--- src/rtl/dm_unlock_pkg.sv ---
// Shared types and widths for the DMI unlock sequencer.
// Latency: n/a (declarations only).
// Backpressure: n/a.
package dm_unlock_pkg;

    localparam int unsigned WordWidth   = 32;
    localparam int unsigned DefNumWords = 16;
    localparam int unsigned MsgWidth    = WordWidth * DefNumWords;
    localparam int unsigned HashWidth   = 256;

    typedef enum logic [2:0] {
        ST_IDLE,
        ST_COLLECT,
        ST_START,
        ST_WAIT_BUSY,
        ST_WAIT_VALID,
        ST_LOCKOUT
    } unlock_state_e;

    // The watchdog and lockout timers share one down-counter that only ever
    // holds (limit - 1), so it needs enough bits for the larger limit minus one.
    function automatic int unsigned cnt_width(int unsigned a, int unsigned b);
        int unsigned m;
        m = (a > b) ? a : b;
        return (m > 2) ? $clog2(m) : 1;
    endfunction

endpackage

--- src/rtl/dmi_unlock_ctrl_if.sv ---
// Handshake bundles between the unlock sequencer, the DTM and the HMAC engine.
// Latency: n/a (wires only).
// Backpressure: pass stream is valid/ready; HMAC side uses init/ready/valid.
//
// dmi_pass_if : pass_valid, pass_word (DTM -> ctrl), pass_ready (ctrl -> DTM)
//   master = DTM (word source), slave = unlock controller (word sink)
// dmi_hmac_if : hmac_init, hmac_msg (ctrl -> engine),
//               hmac_ready, hmac_valid, hmac_hash (engine -> ctrl)
//   master = unlock controller, slave = HMAC engine
interface dmi_pass_if;
    logic        pass_valid;
    logic [31:0] pass_word;
    logic        pass_ready;

    modport master (output pass_valid, output pass_word, input  pass_ready);
    modport slave  (input  pass_valid, input  pass_word, output pass_ready);
endinterface

interface dmi_hmac_if #(
    parameter int unsigned NumWords = dm_unlock_pkg::DefNumWords
);
    logic                                 hmac_init;
    logic [32*NumWords-1:0]               hmac_msg;
    logic                                 hmac_ready;
    logic                                 hmac_valid;
    logic [dm_unlock_pkg::HashWidth-1:0]  hmac_hash;

    modport master (
        output hmac_init, output hmac_msg,
        input  hmac_ready, input hmac_valid, input hmac_hash
    );
    modport slave (
        input  hmac_init, input hmac_msg,
        output hmac_ready, output hmac_valid, output hmac_hash
    );
endinterface

--- src/rtl/dmi_unlock_ctrl.sv ---
// Collects a password, runs it through HMAC and unlocks debug on digest match.
// Latency: NumWords cycles to collect, then engine-bound (watchdog TimeoutCycles).
// Backpressure: pass_ready low outside IDLE/COLLECT; lockout after MaxAttempts fails.
//
// Ports: tck_i / trst_ni (async, active-low) clock and reset; clear_i sync abort;
//   relock_i drops unlock; pass (slave) password word stream; hmac (master)
//   engine handshake and message; exp_hash_i provisioned digest; unlock_o,
//   lockout_o, busy_o status; fail_cnt_o consecutive failed attempts.
module dmi_unlock_ctrl
    import dm_unlock_pkg::*;
#(
    parameter int unsigned NumWords      = DefNumWords,
    parameter int unsigned MaxAttempts   = 3,
    parameter int unsigned LockoutCycles = 1024,
    parameter int unsigned TimeoutCycles = 4096
) (
    input  logic                              tck_i,
    input  logic                              trst_ni,
    input  logic                              clear_i,
    input  logic                              relock_i,
    dmi_pass_if.slave                         pass,
    dmi_hmac_if.master                        hmac,
    input  logic [HashWidth-1:0]              exp_hash_i,
    output logic                              unlock_o,
    output logic                              lockout_o,
    output logic                              busy_o,
    output logic [$clog2(MaxAttempts+1)-1:0]  fail_cnt_o
);

    localparam int unsigned FailW = $clog2(MaxAttempts + 1);
    localparam int unsigned IdxW  = (NumWords > 1) ? $clog2(NumWords) : 1;
    localparam int unsigned CntW  = cnt_width(TimeoutCycles, LockoutCycles);

    localparam logic [IdxW-1:0]  LastIdx  = IdxW'(NumWords - 1);
    localparam logic [CntW-1:0]  WdLoad   = CntW'(TimeoutCycles - 1);
    localparam logic [CntW-1:0]  LockLoad = CntW'(LockoutCycles - 1);
    localparam logic [FailW-1:0] FailMax  = FailW'(MaxAttempts);

    unlock_state_e state_q, state_d;

    logic [NumWords-1:0][31:0] msg_q;
    logic [IdxW-1:0]           idx_q;
    logic [CntW-1:0]           cnt_q;
    logic [FailW-1:0]          fail_q;
    logic [FailW-1:0]          fail_inc;
    logic                      unlock_q;

    logic store_en;
    logic first_word;
    logic buf_clr;
    logic load_wd;
    logic load_lock;
    logic match_evt;
    logic fail_evt;
    logic lock_done;
    logic cnt_zero;
    logic counting;

    assign fail_inc = fail_q + 1'b1;
    assign cnt_zero = (cnt_q == '0);
    assign counting = (state_q == ST_START) || (state_q == ST_WAIT_BUSY) ||
                      (state_q == ST_WAIT_VALID) || (state_q == ST_LOCKOUT);

    // ------------------------------------------------------------------
    // State register
    // ------------------------------------------------------------------
    always_ff @(posedge tck_i or negedge trst_ni) begin
        if (!trst_ni) begin
            state_q <= ST_IDLE;
        end else begin
            state_q <= state_d;
        end
    end

    // ------------------------------------------------------------------
    // Next state and handshake outputs. clear_i is checked first in every
    // active state so a coincident word or engine result is dropped.
    // ------------------------------------------------------------------
    always_comb begin
        state_d         = state_q;
        pass.pass_ready = 1'b0;
        hmac.hmac_init  = 1'b0;
        store_en        = 1'b0;
        first_word      = 1'b0;
        buf_clr         = 1'b0;
        load_wd         = 1'b0;
        load_lock       = 1'b0;
        match_evt       = 1'b0;
        fail_evt        = 1'b0;
        lock_done       = 1'b0;

        case (state_q)
            ST_IDLE: begin
                pass.pass_ready = 1'b1;
                if (clear_i) begin
                    buf_clr = 1'b1;
                end else if (pass.pass_valid) begin
                    store_en   = 1'b1;
                    first_word = 1'b1;
                    if (NumWords == 1) begin
                        load_wd = 1'b1;
                        state_d = ST_START;
                    end else begin
                        state_d = ST_COLLECT;
                    end
                end
            end

            ST_COLLECT: begin
                pass.pass_ready = 1'b1;
                if (clear_i) begin
                    buf_clr = 1'b1;
                    state_d = ST_IDLE;
                end else if (pass.pass_valid) begin
                    store_en = 1'b1;
                    if (idx_q == LastIdx) begin
                        load_wd = 1'b1;
                        state_d = ST_START;
                    end
                end
            end

            // Timeout wins over a late-arriving ready so no init is issued
            // on the cycle the attempt is being abandoned.
            ST_START: begin
                if (clear_i) begin
                    buf_clr = 1'b1;
                    state_d = ST_IDLE;
                end else if (cnt_zero) begin
                    fail_evt = 1'b1;
                end else if (hmac.hmac_ready) begin
                    hmac.hmac_init = 1'b1;
                    state_d        = ST_WAIT_BUSY;
                end
            end

            // Valid seen here belongs to an earlier hash and is ignored.
            ST_WAIT_BUSY: begin
                if (clear_i) begin
                    buf_clr = 1'b1;
                    state_d = ST_IDLE;
                end else if (cnt_zero) begin
                    fail_evt = 1'b1;
                end else if (!hmac.hmac_ready) begin
                    state_d = ST_WAIT_VALID;
                end
            end

            // A digest arriving on the last watchdog cycle is still honoured.
            ST_WAIT_VALID: begin
                if (clear_i) begin
                    buf_clr = 1'b1;
                    state_d = ST_IDLE;
                end else if (hmac.hmac_valid) begin
                    if (hmac.hmac_hash == exp_hash_i) begin
                        match_evt = 1'b1;
                        buf_clr   = 1'b1;
                        state_d   = ST_IDLE;
                    end else begin
                        fail_evt = 1'b1;
                    end
                end else if (cnt_zero) begin
                    fail_evt = 1'b1;
                end
            end

            ST_LOCKOUT: begin
                if (cnt_zero) begin
                    lock_done = 1'b1;
                    state_d   = ST_IDLE;
                end
            end

            default: begin
                state_d = ST_IDLE;
            end
        endcase

        // Mismatch and watchdog expiry share one exit path.
        if (fail_evt) begin
            buf_clr = 1'b1;
            if (fail_inc == FailMax) begin
                load_lock = 1'b1;
                state_d   = ST_LOCKOUT;
            end else begin
                state_d = ST_IDLE;
            end
        end
    end

    // ------------------------------------------------------------------
    // Message buffer and write index. The index is back at zero whenever
    // the FSM is in IDLE, so the first word always lands in slot 0.
    // ------------------------------------------------------------------
    always_ff @(posedge tck_i or negedge trst_ni) begin
        if (!trst_ni) begin
            msg_q <= '0;
            idx_q <= '0;
        end else if (buf_clr) begin
            msg_q <= '0;
            idx_q <= '0;
        end else if (store_en) begin
            msg_q[idx_q] <= pass.pass_word;
            idx_q        <= (idx_q == LastIdx) ? '0 : idx_q + 1'b1;
        end
    end

    // ------------------------------------------------------------------
    // Shared watchdog / lockout down-counter. Loaded with limit-1 on entry
    // so the state is occupied for exactly the limit in cycles.
    // ------------------------------------------------------------------
    always_ff @(posedge tck_i or negedge trst_ni) begin
        if (!trst_ni) begin
            cnt_q <= '0;
        end else if (load_wd) begin
            cnt_q <= WdLoad;
        end else if (load_lock) begin
            cnt_q <= LockLoad;
        end else if (counting && !cnt_zero) begin
            cnt_q <= cnt_q - 1'b1;
        end
    end

    // ------------------------------------------------------------------
    // Failure counter and unlock flag. relock_i outranks a same-cycle match.
    // ------------------------------------------------------------------
    always_ff @(posedge tck_i or negedge trst_ni) begin
        if (!trst_ni) begin
            fail_q <= '0;
        end else if (lock_done || match_evt) begin
            fail_q <= '0;
        end else if (fail_evt) begin
            fail_q <= fail_inc;
        end
    end

    always_ff @(posedge tck_i or negedge trst_ni) begin
        if (!trst_ni) begin
            unlock_q <= 1'b0;
        end else if (relock_i) begin
            unlock_q <= 1'b0;
        end else if (match_evt) begin
            unlock_q <= 1'b1;
        end else if (first_word) begin
            unlock_q <= 1'b0;
        end
    end

    assign hmac.hmac_msg = msg_q;
    assign unlock_o      = unlock_q;
    assign lockout_o     = (state_q == ST_LOCKOUT);
    assign busy_o        = (state_q != ST_IDLE) && (state_q != ST_LOCKOUT);
    assign fail_cnt_o    = fail_q;

endmodule

--- src/flat_wrapper.sv ---
// flat-port wrapper written by rule: the top's interface ports become plain ports
module dmi_unlock_ctrl_flat import dm_unlock_pkg::*;
#(
    parameter int unsigned NumWords      = DefNumWords,
    parameter int unsigned MaxAttempts   = 3,
    parameter int unsigned LockoutCycles = 1024,
    parameter int unsigned TimeoutCycles = 4096
)
  (tck_i, trst_ni, clear_i, relock_i, exp_hash_i, unlock_o, lockout_o, busy_o, fail_cnt_o, pass_pass_valid, pass_pass_word, pass_pass_ready, hmac_hmac_init, hmac_hmac_msg, hmac_hmac_ready, hmac_hmac_valid, hmac_hmac_hash);
  dmi_pass_if pass_i ();
  dmi_hmac_if #(.NumWords(NumWords)) hmac_i ();
  input  logic tck_i;
  input  logic trst_ni;
  input  logic clear_i;
  input  logic relock_i;
  input  logic [HashWidth-1:0] exp_hash_i;
  output logic unlock_o;
  output logic lockout_o;
  output logic busy_o;
  output logic [$clog2(MaxAttempts+1)-1:0] fail_cnt_o;
  input wire logic [$bits(pass_i.pass_valid)-1:0] pass_pass_valid;
  input wire logic [$bits(pass_i.pass_word)-1:0] pass_pass_word;
  output wire logic [$bits(pass_i.pass_ready)-1:0] pass_pass_ready;
  output wire logic [$bits(hmac_i.hmac_init)-1:0] hmac_hmac_init;
  output wire logic [$bits(hmac_i.hmac_msg)-1:0] hmac_hmac_msg;
  input wire logic [$bits(hmac_i.hmac_ready)-1:0] hmac_hmac_ready;
  input wire logic [$bits(hmac_i.hmac_valid)-1:0] hmac_hmac_valid;
  input wire logic [$bits(hmac_i.hmac_hash)-1:0] hmac_hmac_hash;
  assign pass_i.pass_valid = pass_pass_valid;
  assign pass_i.pass_word = pass_pass_word;
  assign pass_pass_ready = pass_i.pass_ready;
  assign hmac_hmac_init = hmac_i.hmac_init;
  assign hmac_hmac_msg = hmac_i.hmac_msg;
  assign hmac_i.hmac_ready = hmac_hmac_ready;
  assign hmac_i.hmac_valid = hmac_hmac_valid;
  assign hmac_i.hmac_hash = hmac_hmac_hash;
  dmi_unlock_ctrl #(.NumWords(NumWords), .MaxAttempts(MaxAttempts), .LockoutCycles(LockoutCycles), .TimeoutCycles(TimeoutCycles)) u_core (.tck_i(tck_i), .trst_ni(trst_ni), .clear_i(clear_i), .relock_i(relock_i), .pass(pass_i), .hmac(hmac_i), .exp_hash_i(exp_hash_i), .unlock_o(unlock_o), .lockout_o(lockout_o), .busy_o(busy_o), .fail_cnt_o(fail_cnt_o));
endmodule
--- config.mk ---
export PLATFORM = sky130hd
export DESIGN_NAME = dmi_unlock_ctrl_flat
export DESIGN_NICKNAME = d
export VERILOG_FILES = /design/src/rtl/dm_unlock_pkg.sv /design/src/rtl/dmi_unlock_ctrl_if.sv /design/src/rtl/dmi_unlock_ctrl.sv /design/src/flat_wrapper.sv
export SDC_FILE = /design/constraint.sdc
export NUM_CORES = 1
export LEC_CHECK = 0
export ABC_AREA = 1
export ABC_CLOCK_PERIOD_IN_PS = 4990
export CAP_MARGIN = 20
export CORE_AREA = 8 8 407 409
export CTS_BUF_LIST = sky130_fd_sc_hd__clkbuf_2 sky130_fd_sc_hd__clkbuf_4 sky130_fd_sc_hd__clkbuf_8
export CTS_CLUSTER_DIAMETER = 60
export DETAILED_ROUTE_END_ITERATION = 7
export DIE_AREA = 0 0 415 417
export GPL_ROUTABILITY_DRIVEN = 1
export SYNTH_ARGS = -nofsm -noshare
export SYNTH_HDL_FRONTEND = slang
export SYNTH_SLANG_ARGS = --single-unit
--- constraint.sdc ---
create_clock -name tck_i -period 4.99 [get_ports tck_i]
set_input_delay 0.7485 -clock tck_i [delete_from_list [all_inputs] [get_ports tck_i]]
set_output_delay 0.7485 -clock tck_i [all_outputs]
set_load 0.005 [all_outputs]
After elaboration in Yosys (flattened, before gate mapping)
Cells that the tools add are included.

word-level totals
  bits in registers = 534
  bits of input ports = 551
  output and inout bits = 519
  word-level logic and storage cells = 129

cells by class
  add/sub/neg operators = 3
  magnitude comparators = 2
  equal/unequal tests = 20
  multiplexer cells = 64
  reduce and logical (&&, ||, !) cells = 19

operators with widths
  operator               count
  $mux 512               2
  $bwmux 512             1
  $eq 256x256->1         1
  $demux 32 s4           1
  $mux 3                 17
  $mux 12                3
  $mux 32                1
  $mux 1                 31
  $ne 4x3->1 const B     7
  $pmux 3 s6             1
  $logic_not 12->1       1
  $mux 4                 3
  $sub 12x1->12 const B  1
  $reduce_and 11->1      1
  $reduce_bool 3->1      3
  $eq 3x2->1 const B     2
  $eq 3x3->1 const B     2
  $ne 3x2->1 const B     2
  $lt 4x5->1 const B     1
  $add 4x1->4 const B    1
  $eq 4x4->1 const B     1
  $ge 4x1->1 const B     1
  $logic_or 1x1->1       4
  $mux 2                 2
  13 further kinds       18

Longest topological paths before layout
Gate-level depths: netlist (run 1).

  depth after elaboration = 8
  gate-level depth with buffers = 19
  depth with buffers taken out = 18

Least setup slack after synthesis (run 1)
No wires, ideal clock.

  path kind = input -> register
  start point = input exp_hash_i[173]
  end point = register u_core.idx_q[1]
  arrival time = 2.206 ns
  required time = 4.869 ns
  slack = 2.663 ns
  stages on the path = 15
  path buffers = 2
  cell sequence = or2_0 a21oi_1 nand2_1 nor2_1 nand2_1 nor2_1 nand2_1 nor2_1 nand3_1 nand2_1 nand2_2 nand2_4 buf_6 buf_6 nor2_1

between the ends
  cells in the longest elaborated chain, start to end = 7
  elaborated cells between the ends (all ways) = 12

ends and longest elaborated chain
  item                                         line                    source
  start: declaration                           flat_wrapper.sv:16      input logic [HashWidth-1:0] exp_hash_i;
  $eq 256x256->1 *                             dmi_unlock_ctrl.sv:155  if (hmac.hmac_hash == exp_hash_i) begin
  $mux 1                                       dmi_unlock_ctrl.sv:155
  $mux 1                                       dmi_unlock_ctrl.sv:154  end else if (hmac.hmac_valid) begin
  $mux 1                                       dmi_unlock_ctrl.sv:151  if (clear_i) begin
  $pmux 1 s2                                   dmi_unlock_ctrl.sv:92   case (state_q)
  $mux 1 *                                     dmi_unlock_ctrl.sv:180  if (fail_evt) begin
  $mux 4 or $reduce_bool 2->1 (tied branches)  -
  end signal: assignment                       dmi_unlock_ctrl.sv:204  idx_q <= (idx_q == LastIdx) ? '0 : idx_q + 1'b1;
  end: declaration                             dmi_unlock_ctrl.sv:42   logic [IdxW-1:0] idx_q;

Mark *: on every way between the ends. The rest lies on a longest branch, timed or not.
A chain may end at the register's enable or synchronous reset.

Final worst setup path (run 1)
  start point = register u_core.cnt_q[0]
  end point = output hmac_hmac_init

between the ends
  cells in the longest elaborated chain, start to end = 4

ends and longest elaborated chain
  item                      line                    source
  start: declaration        dmi_unlock_ctrl.sv:43   logic [CntW-1:0] cnt_q;
  start signal: assignment  dmi_unlock_ctrl.sv:216  cnt_q <= WdLoad;
  start signal: assignment  dmi_unlock_ctrl.sv:218  cnt_q <= LockLoad;
  start signal: assignment  dmi_unlock_ctrl.sv:220  cnt_q <= cnt_q - 1'b1;
  $logic_not 12->1          dmi_unlock_ctrl.sv:60   assign cnt_zero = (cnt_q == '0);
  $mux 1                    dmi_unlock_ctrl.sv:129  end else if (cnt_zero) begin
  $mux 1                    dmi_unlock_ctrl.sv:126  if (clear_i) begin
  $mux 1                    dmi_unlock_ctrl.sv:92
  end: declaration          flat_wrapper.sv:24      output wire logic [$bits(hmac_i.hmac_init)-1:0] hmac_hmac_init;

Every way passes these cells.

==> summary.md, run 1 <==
| Metric | Value |
|---|---|
| Syn_nets | `4770` |
| Vias in the first global route | `32900` |
| CP max FO | `4` |
| Num CTS Buffers | `95` |
| Pwr per Cell Area | `282 nW/um2` |
| DR pass1 iterations | `6` |
| CP startpoint kind | `flip-flop` |
| Global-route wire length before repair | `264000 um` |
| Vias/cell | `~4.5` |
| Post-synth top area cell | `dfrtp_1` |
| Clock sink count | `around 530` |
| Power Total | `about 13 mW` |
| Row count | `147` |
| CTS hold repair buffers | `1` |
| Status | `completed` |
| Clk_lat worst skew | `between 800 and 900 ps` |
| Final worst slack | `~1300 ps` |
| Post-route setup TNS | `0 ps` |
| Largest net degree at the start of global routing | `~120` |
| Post-synth top cells | `1738 x nand2_1, 534 x dfrtp_1, 479 x a21oi_2` |
| Die width | `~420 um` |
| TritonCTS clock tree | `done` |
| Max Cap Violations | `0` |
| Number of setup violations in the final report | `0` |
| Ys Warns | `0` |
| Top post-synthesis cells by area | `dfrtp_1 43%, nand2_1 21%, a21oi_2 14%, inv_1 5.2%, nor2_1 4.7%` |
| Fin crit period | `3660 ps` |
| Sw Share | `35.7%` |
| Cells resized by post-CTS repair | `0` |
| Pint | `8.29 mW` |
| GRT overflow | `0` |
| Post-placement setup slack | `543 ps` |
| Synth Flop Type | `dfrtp_1` |
| Dpl cell area | `43600 um2` |
| Tot GR Track Use | `21.2%` |
| Post-synth EDFFs | `0` |
| Layout Cells excl Fill | `between 7000 and 8000` |
| Initial antenna violation count | `74` |
| Final net count | `roughly 5800` |
| Yosys cell types | `31` |
| Slew @ Worst Pin | `1080 ps` |
| H-tree depth | `3` |
| Async set or reset register ratio after synthesis | `100%` |
| Die height | `417 um` |
| Worst path cell trace | `inv_1 > ha_1 > inv_1 > nor2_1 > nand3_1 > nor3_2 > nand2_1 > nor2_2 > nor4_1 > clkdlybuf4s50_1` |
| Most frequent cell after synthesis | `nand2_1` |
| Fmax | `between 200 and 300 MHz` |
| CTS Buffer Depth | `3` |
| Vias post-DR | `about 34000` |
| Post-Route WL | `194000 um` |
| Detailed placement HPWL | `approximately 150000 um` |
| Most common cell on crit path | `inv_1` |
| Fin area | `45700 um2` |
| Die area | `173000 um2` |
| Ports | `~1100` |
| Port Buf Inserts | `about 1100` |
| Post-Syn Instances | `around 4200` |
| Max-slew violations | `0` |
| Clock Skew | `70.5 ps` |
| Worst Hold Class | `flip-flop to flip-flop` |
| Placed Instances | `7197` |
| Initial Utilization | `19.5%` |
| Post-CTS Setup Bufs | `0` |
| Worst endpoint required time | `4240 ps` |
| RSZ-0062 raised after global routing | `no` |
| Final Hold Vio Count | `0` |
| ANT nets after route | `0` |
| Reg power frac | `37.4%` |
| Element type at the critical path end | `output port` |
| Post-synth top area share | `between 40 and 50%` |
| CP max stage delay | `around 530 ps` |
| Max rail drop VDD | `about 0.00018 V` |
| DR DRC count | `0` |
| Clock share of power | `33.5%` |
| Worst hold slack | `514 ps` |
| GP Congestion | `1.01` |
| Tcrit/Tclk final | `73.3%` |
| Sw Pwr | `about 4.6 mW` |
| Clock transition at path regs | `60 ps` |
| Core Util, Final | `28.7%` |
| Relative slew margins | `28.1%` |
| Comb power frac | `29.1%` |
| Sequential fraction of the synthesis area | `43.1%` |
| DR iter-0 viols | `3454` |
| Core footprint | `159000 um2` |
| Synthesis-to-layout area growth | `47.2%` |
| Arrival @ worst endpoint | `2910 ps` |
| Share of layout cells above drive strength 1 | `14.2%` |
| Critical path class | `flip-flop to output port` |
| Root buf cell | `clkbuf_8` |
| Critical path's slowest cell | `clkdlybuf4s50_1` |
| Synth Register Bits | `534` |
| Post-Syn Area | `around 31000 um2` |
| Leak | `19.9 nW` |
| Wirelength per Cell | `26.3 um` |
| Mapped Avg Cell Area | `between 7 and 8 um2` |
-- state kept, by name (all words and copies together) (netlist names) --
register,count
u_core.idx_q,4
u_core.fail_cnt_o,2
u_core.cnt_q,12
u_core.hmac.hmac_msg,512
u_core.state_q,3
u_core.unlock_o,1
-- path summary, 6_finish.rpt --
kind | end | from | cells past startpoint | slack (ps)
min reg2reg | u_core.hmac.hmac_msg[502] | u_core.hmac.hmac_msg[502] | 2 | 510
max in group asynchronous | u_core.hmac.hmac_msg[444] | trst_ni | 3 | 2900
max reg2reg | u_core.hmac.hmac_msg[139] | u_core.state_q[2] | 9 | 1800
min | u_core.hmac.hmac_msg[502] | u_core.hmac.hmac_msg[502] | 2 | 510
min in group asynchronous | u_core.hmac.hmac_msg[132] | trst_ni | 2 | 620
max | hmac_hmac_init | u_core.cnt_q[0] | 10 | 1330
-- worst max-delay path, delay by kind of cell (launching register included) --
kind                     cells  cell delay (ps)
flip-flops                   1              380
buffers and inverters        3              690
AND/OR/NAND/NOR              6              910
adder cells (fa/ha/maj)      1              160
-- metal layers --
metal / part of all wire, % / up-vias / routed length [um] / track usage (%)
met5: 0.060 / - / 117 / 0
met3: 7.2 / 395 / 13900 / 5.18
li1: - / 15100 / - / -
met4: 4.5 / 16 / 8820 / 9.01
met2: 51 / 1623 / 98000 / 38.0
met1: 38 / 16500 / 73000 / 24.0
-- kinds of logic after synthesis --
group,count (synthesis),synth area share [%]
AO/OA/AOI/OAI,578,15.1
buffers and inverters,677,9.49
flip-flops,534,43.1
adder cells (fa/ha/maj),6,0.242
XOR/XNOR,67,1.89
AND/OR/NAND/NOR,2351,30.2
-- placed cells by master (no fill, tap or decap), types with 5 or more instances in the layout --
cell type        Yosys  final
a21oi_1             17     17
a21oi_2            479    479
and2_1               5      5
buf_12               0      8
buf_2                6     20
buf_4                0     67
clkbuf_4             0     28
clkbuf_8             0    110
clkdlybuf4s50_1      0   1048
dfrtp_1            534    534
diode_2              0     22
ha_1                 6      6
inv_1              430    429
nand2_1           1738   1736
nand3_1             25     25
nand4_1            147    147
nor2_1             385    381
nor3_1              21     21
nor3b_1             11     11
nor4_1               5      5
o21ai_0             53     53
o21ai_1             26     26
or2_2                5      5
xnor2_1              5      5
xor2_1              62     62
-- power groups by stage --
stage / registers (mW) / clock network (mW) / logic (mW)
2_1_floorplan: 4.86 / 0 / 1.83
3_3_place_gp: 4.88 / 0 / 3.70
3_5_place_dp: 4.88 / 0 / 3.73
4_1_cts: 4.81 / 4.41 / 3.74
5_1_grt: 4.85 / 4.58 / 3.98
6_report: 4.82 / 4.32 / 3.75
-- final cells by class --
cell class              count  area [um2]
clock inverters            15         203
repair buffers           1148       11400
flip-flops and latches    534       13400
diodes                     22        55.1
fillers                 17100      114000
inverters                 431        1620
multi-input cells        3002       14800
clock buffers             138        1720
well taps                2086        2610
(Power assumes the default switching activity.)
==> run 2, diff against run 1 <==
Settings changed: ABC_CLOCK_PERIOD_IN_PS 4990 to 3100, CORE_AREA 8 8 407 409 to 8 8 416 418, DIE_AREA 0 0 415 417 to 0 0 424 426.
Clock period 4.99 ns to 3.1 ns, I/O delays scaled along.
==> run 2 against run 1 <==
Combinational power rose by 74%. First-iteration DRC count fell by 11%. Count of clock-buffer cells in the layout fell by 2. Sequential power rose by 62%. Cell area rose by 6.2%.
==> summary.md, run 2 (synthesis results as in run 1) <==
| Metric | Value |
|---|---|
| CP startpoint kind | `primary input` |
| Most common cell on crit path | `nand2_1` |
| Clock sink count | `534` |
| Levels on crit path | `21` |
| Register area | `roughly 13000 um2` |
| CTS Buffer Depth | `3` |
| Max-slew violations | `0` |
| Worst endpoint required time | `3820 ps` |
| Status | `completed` |
| Global-route wire length before repair | `262000 um` |
| Max reg flops | `512` |
| Vias in the first global route | `33400` |
| Vias post-DR | `34300` |
| Reg2reg end | `u_core.hmac.hmac_msg[48]` |
| Vias/cell | `4.39` |
| Pwr per Cell Area | `439 nW/um2` |
| GRT overflow | `0` |
| Clk_lat worst skew | `between 800 and 900 ps` |
| Ports | `1070` |
| Row count | `150` |
| Detailed placement HPWL | `153000 um` |
| Share of layout cells above drive strength 1 | `19.0%` |
| Synthesis-to-layout area growth | `56.4%` |
| TritonCTS clock tree | `done` |
| Port Buf Inserts | `1069` |
| Worst Hold Class | `primary input to asynchronous set/reset pin` |
| Critical path's slowest cell | `clkdlybuf4s50_1` |
| Top delay family on crit path | `simple AND/OR/NAND/NOR gates` |
| Max Cap Violations | `0` |
| Number of setup violations in the final report | `0` |
| DR DRC count | `0` |
| DR iter-0 viols | `around 3100` |
| Die width | `roughly 420 um` |
| Initial Utilization | `18.7%` |
| Slew @ Worst Pin | `around 1000 ps` |
| Area of the multi-input gates | `14800 um2` |
| Element type at the critical path end | `flip-flop` |
| ANT nets after route | `0` |
| Post-Route WL | `195000 um` |
| Reg-to-Reg Start | `u_core.cnt_q[0]` |
| Worst-case reg-to-reg path depth | `16` |
| CP endpoint | `u_core.hmac.hmac_msg[394]` |
| Relative slew margins | `32.0%` |
| Wirelength per Cell | `24.9 um` |
| Root buf cell | `clkbuf_8` |
| Max rail drop VDD | `0.000320 V` |
| Critical path buffer and inverter count | `6` |
| Fillers | `17900` |
| Critical path class | `primary input to flip-flop` |
| DR pass1 iterations | `5` |
| Final net count | `6065` |
| H-tree depth | `3` |
| CP max stage delay | `500 ps` |
| Tcrit/Tclk final | `95.0%` |
| Die height | `426 um` |
| Power Total | `between 20 and 25 mW` |
| Arrival @ worst endpoint | `3670 ps` |
| Highest-count cells in the layout ignoring fill and taps | `1735 x nand2_1, 1047 x clkdlybuf4s50_1, 534 x dfrtp_1, 479 x a21oi_2, 429 x inv_1` |
| Fin crit period | `2940 ps` |
| Initial antenna violation count | `74` |
| Fmax | `~340 MHz` |
| Final Hold Vio Count | `0` |
| Clock transition at path regs | `60 ps` |
| Leak | `21.5 nW` |
| CP max FO | `31` |
| Worst path cell trace | `clkdlybuf4s50_1 > inv_1 > nand2_1 > nand2_1 > buf_4 > nor2_1 > nand2_1 > nor2_1 > nand2_1 > nor2_1 > nand2_1 > nor2_1 > buf_4 > nand3_1 > nand2_2 > nand2_2 > nand2_4 > nand2_8 > buf_12 > clkbuf_16 > a21oi_2` |
| Largest net degree at the start of global routing | `69` |
| Core footprint | `166000 um2` |
| Die area | `181000 um2` |
| Tot GR Track Use | `20.2%` |
| Num CTS Buffers | `90` |
| Post-route setup TNS | `0 ps` |
| Setup crit start | `exp_hash_i[5]` |
| Clock Skew | `82.7 ps` |
| R2R setup slack | `480 ps` |
| Leading cell type in the layout, fill and taps excluded | `nand2_1` |
| GP Congestion | `0.976` |
run 2: changes by cell type in the layout (fill, tap and decap cells not counted), sizes merged, moves of 2 or more:
cell      before  now
clkinvlp       4    2
buf           99  394
bufinv         1    3
clkbuf       138  141
diode         22   30
clkinv         5   10
run 2: final cells by class:
class                           instances  share of cell area, %
Antenna cell                           30                  0.155
Sequential cell                       534                   27.5
Multi-Input combinational cell       3002                   30.5
Tap cell                             2204                   5.68
Timing Repair Buffer                 1449                   28.8
Clock inverter                         20                  0.523
Inverter                              431                   3.33
Clock buffer                          136                   3.50
run 2: how the worst min path moves through the flow:
stage	slack (ps)	from	cells past startpoint	endpoint
2_1_floorplan	170	trst_ni	0	u_core.cnt_q[0]
3_3_place_gp	500	u_core.hmac.hmac_msg[489]	2	u_core.hmac.hmac_msg[489]
3_5_place_dp	510	u_core.hmac.hmac_msg[489]	2	u_core.hmac.hmac_msg[489]
4_1_cts	180	relock_i	2	u_core.unlock_o
5_1_grt	240	trst_ni	2	u_core.hmac.hmac_msg[152]
6_report	260	trst_ni	2	u_core.hmac.hmac_msg[0]
run 2: power by group:
part,total [mW],switching (mW),internal [mW]
clock network,7.00,3.21,3.79
registers,7.81,0.390,7.42
logic,6.51,3.85,2.67
total,21.3,7.45,13.9
run 2: routing by layer:
metal | track usage, % | vias to the layer above | wire, um
met3 | 4.88 | 457 | 14400
met2 | 35.8 | 1670 | 96700
met4 | 9.80 | 16 | 10400
met5 | 0 | - | 88
met1 | 22.8 | 16500 | 73200
li1 | - | 15700 | -
run 2: per-stage QoR:
| step | util (%) | instances | worst slack, ps | instance area, um2 | hold WS [ps] |
|---|---|---|---|---|---|
| 6_report | 29.2 | 7806 | 156 | 48500 | 260 |
| 5_1_grt | 29.2 | 7800 | -9.80 | 48500 | 241 |
| 4_1_cts | 29.0 | 7763 | 5.50 | 48200 | 176 |
| 3_5_place_dp | 27.8 | 7604 | -829 | 46200 | 511 |
| 3_3_place_gp | 27.8 | 7604 | -883 | 46200 | 505 |
| 2_1_floorplan | - | 4213 | 964 | 31000 | 169 |
run 2: timing repair:
item,CTS,global route
hold buffers,1,0
pin swaps,2,1
endpoints found under the setup margin,1,482
gates cloned,0,5
endpoints found under the hold margin,53,0
gates resized for setup,4,18
buffers inserted,2,8
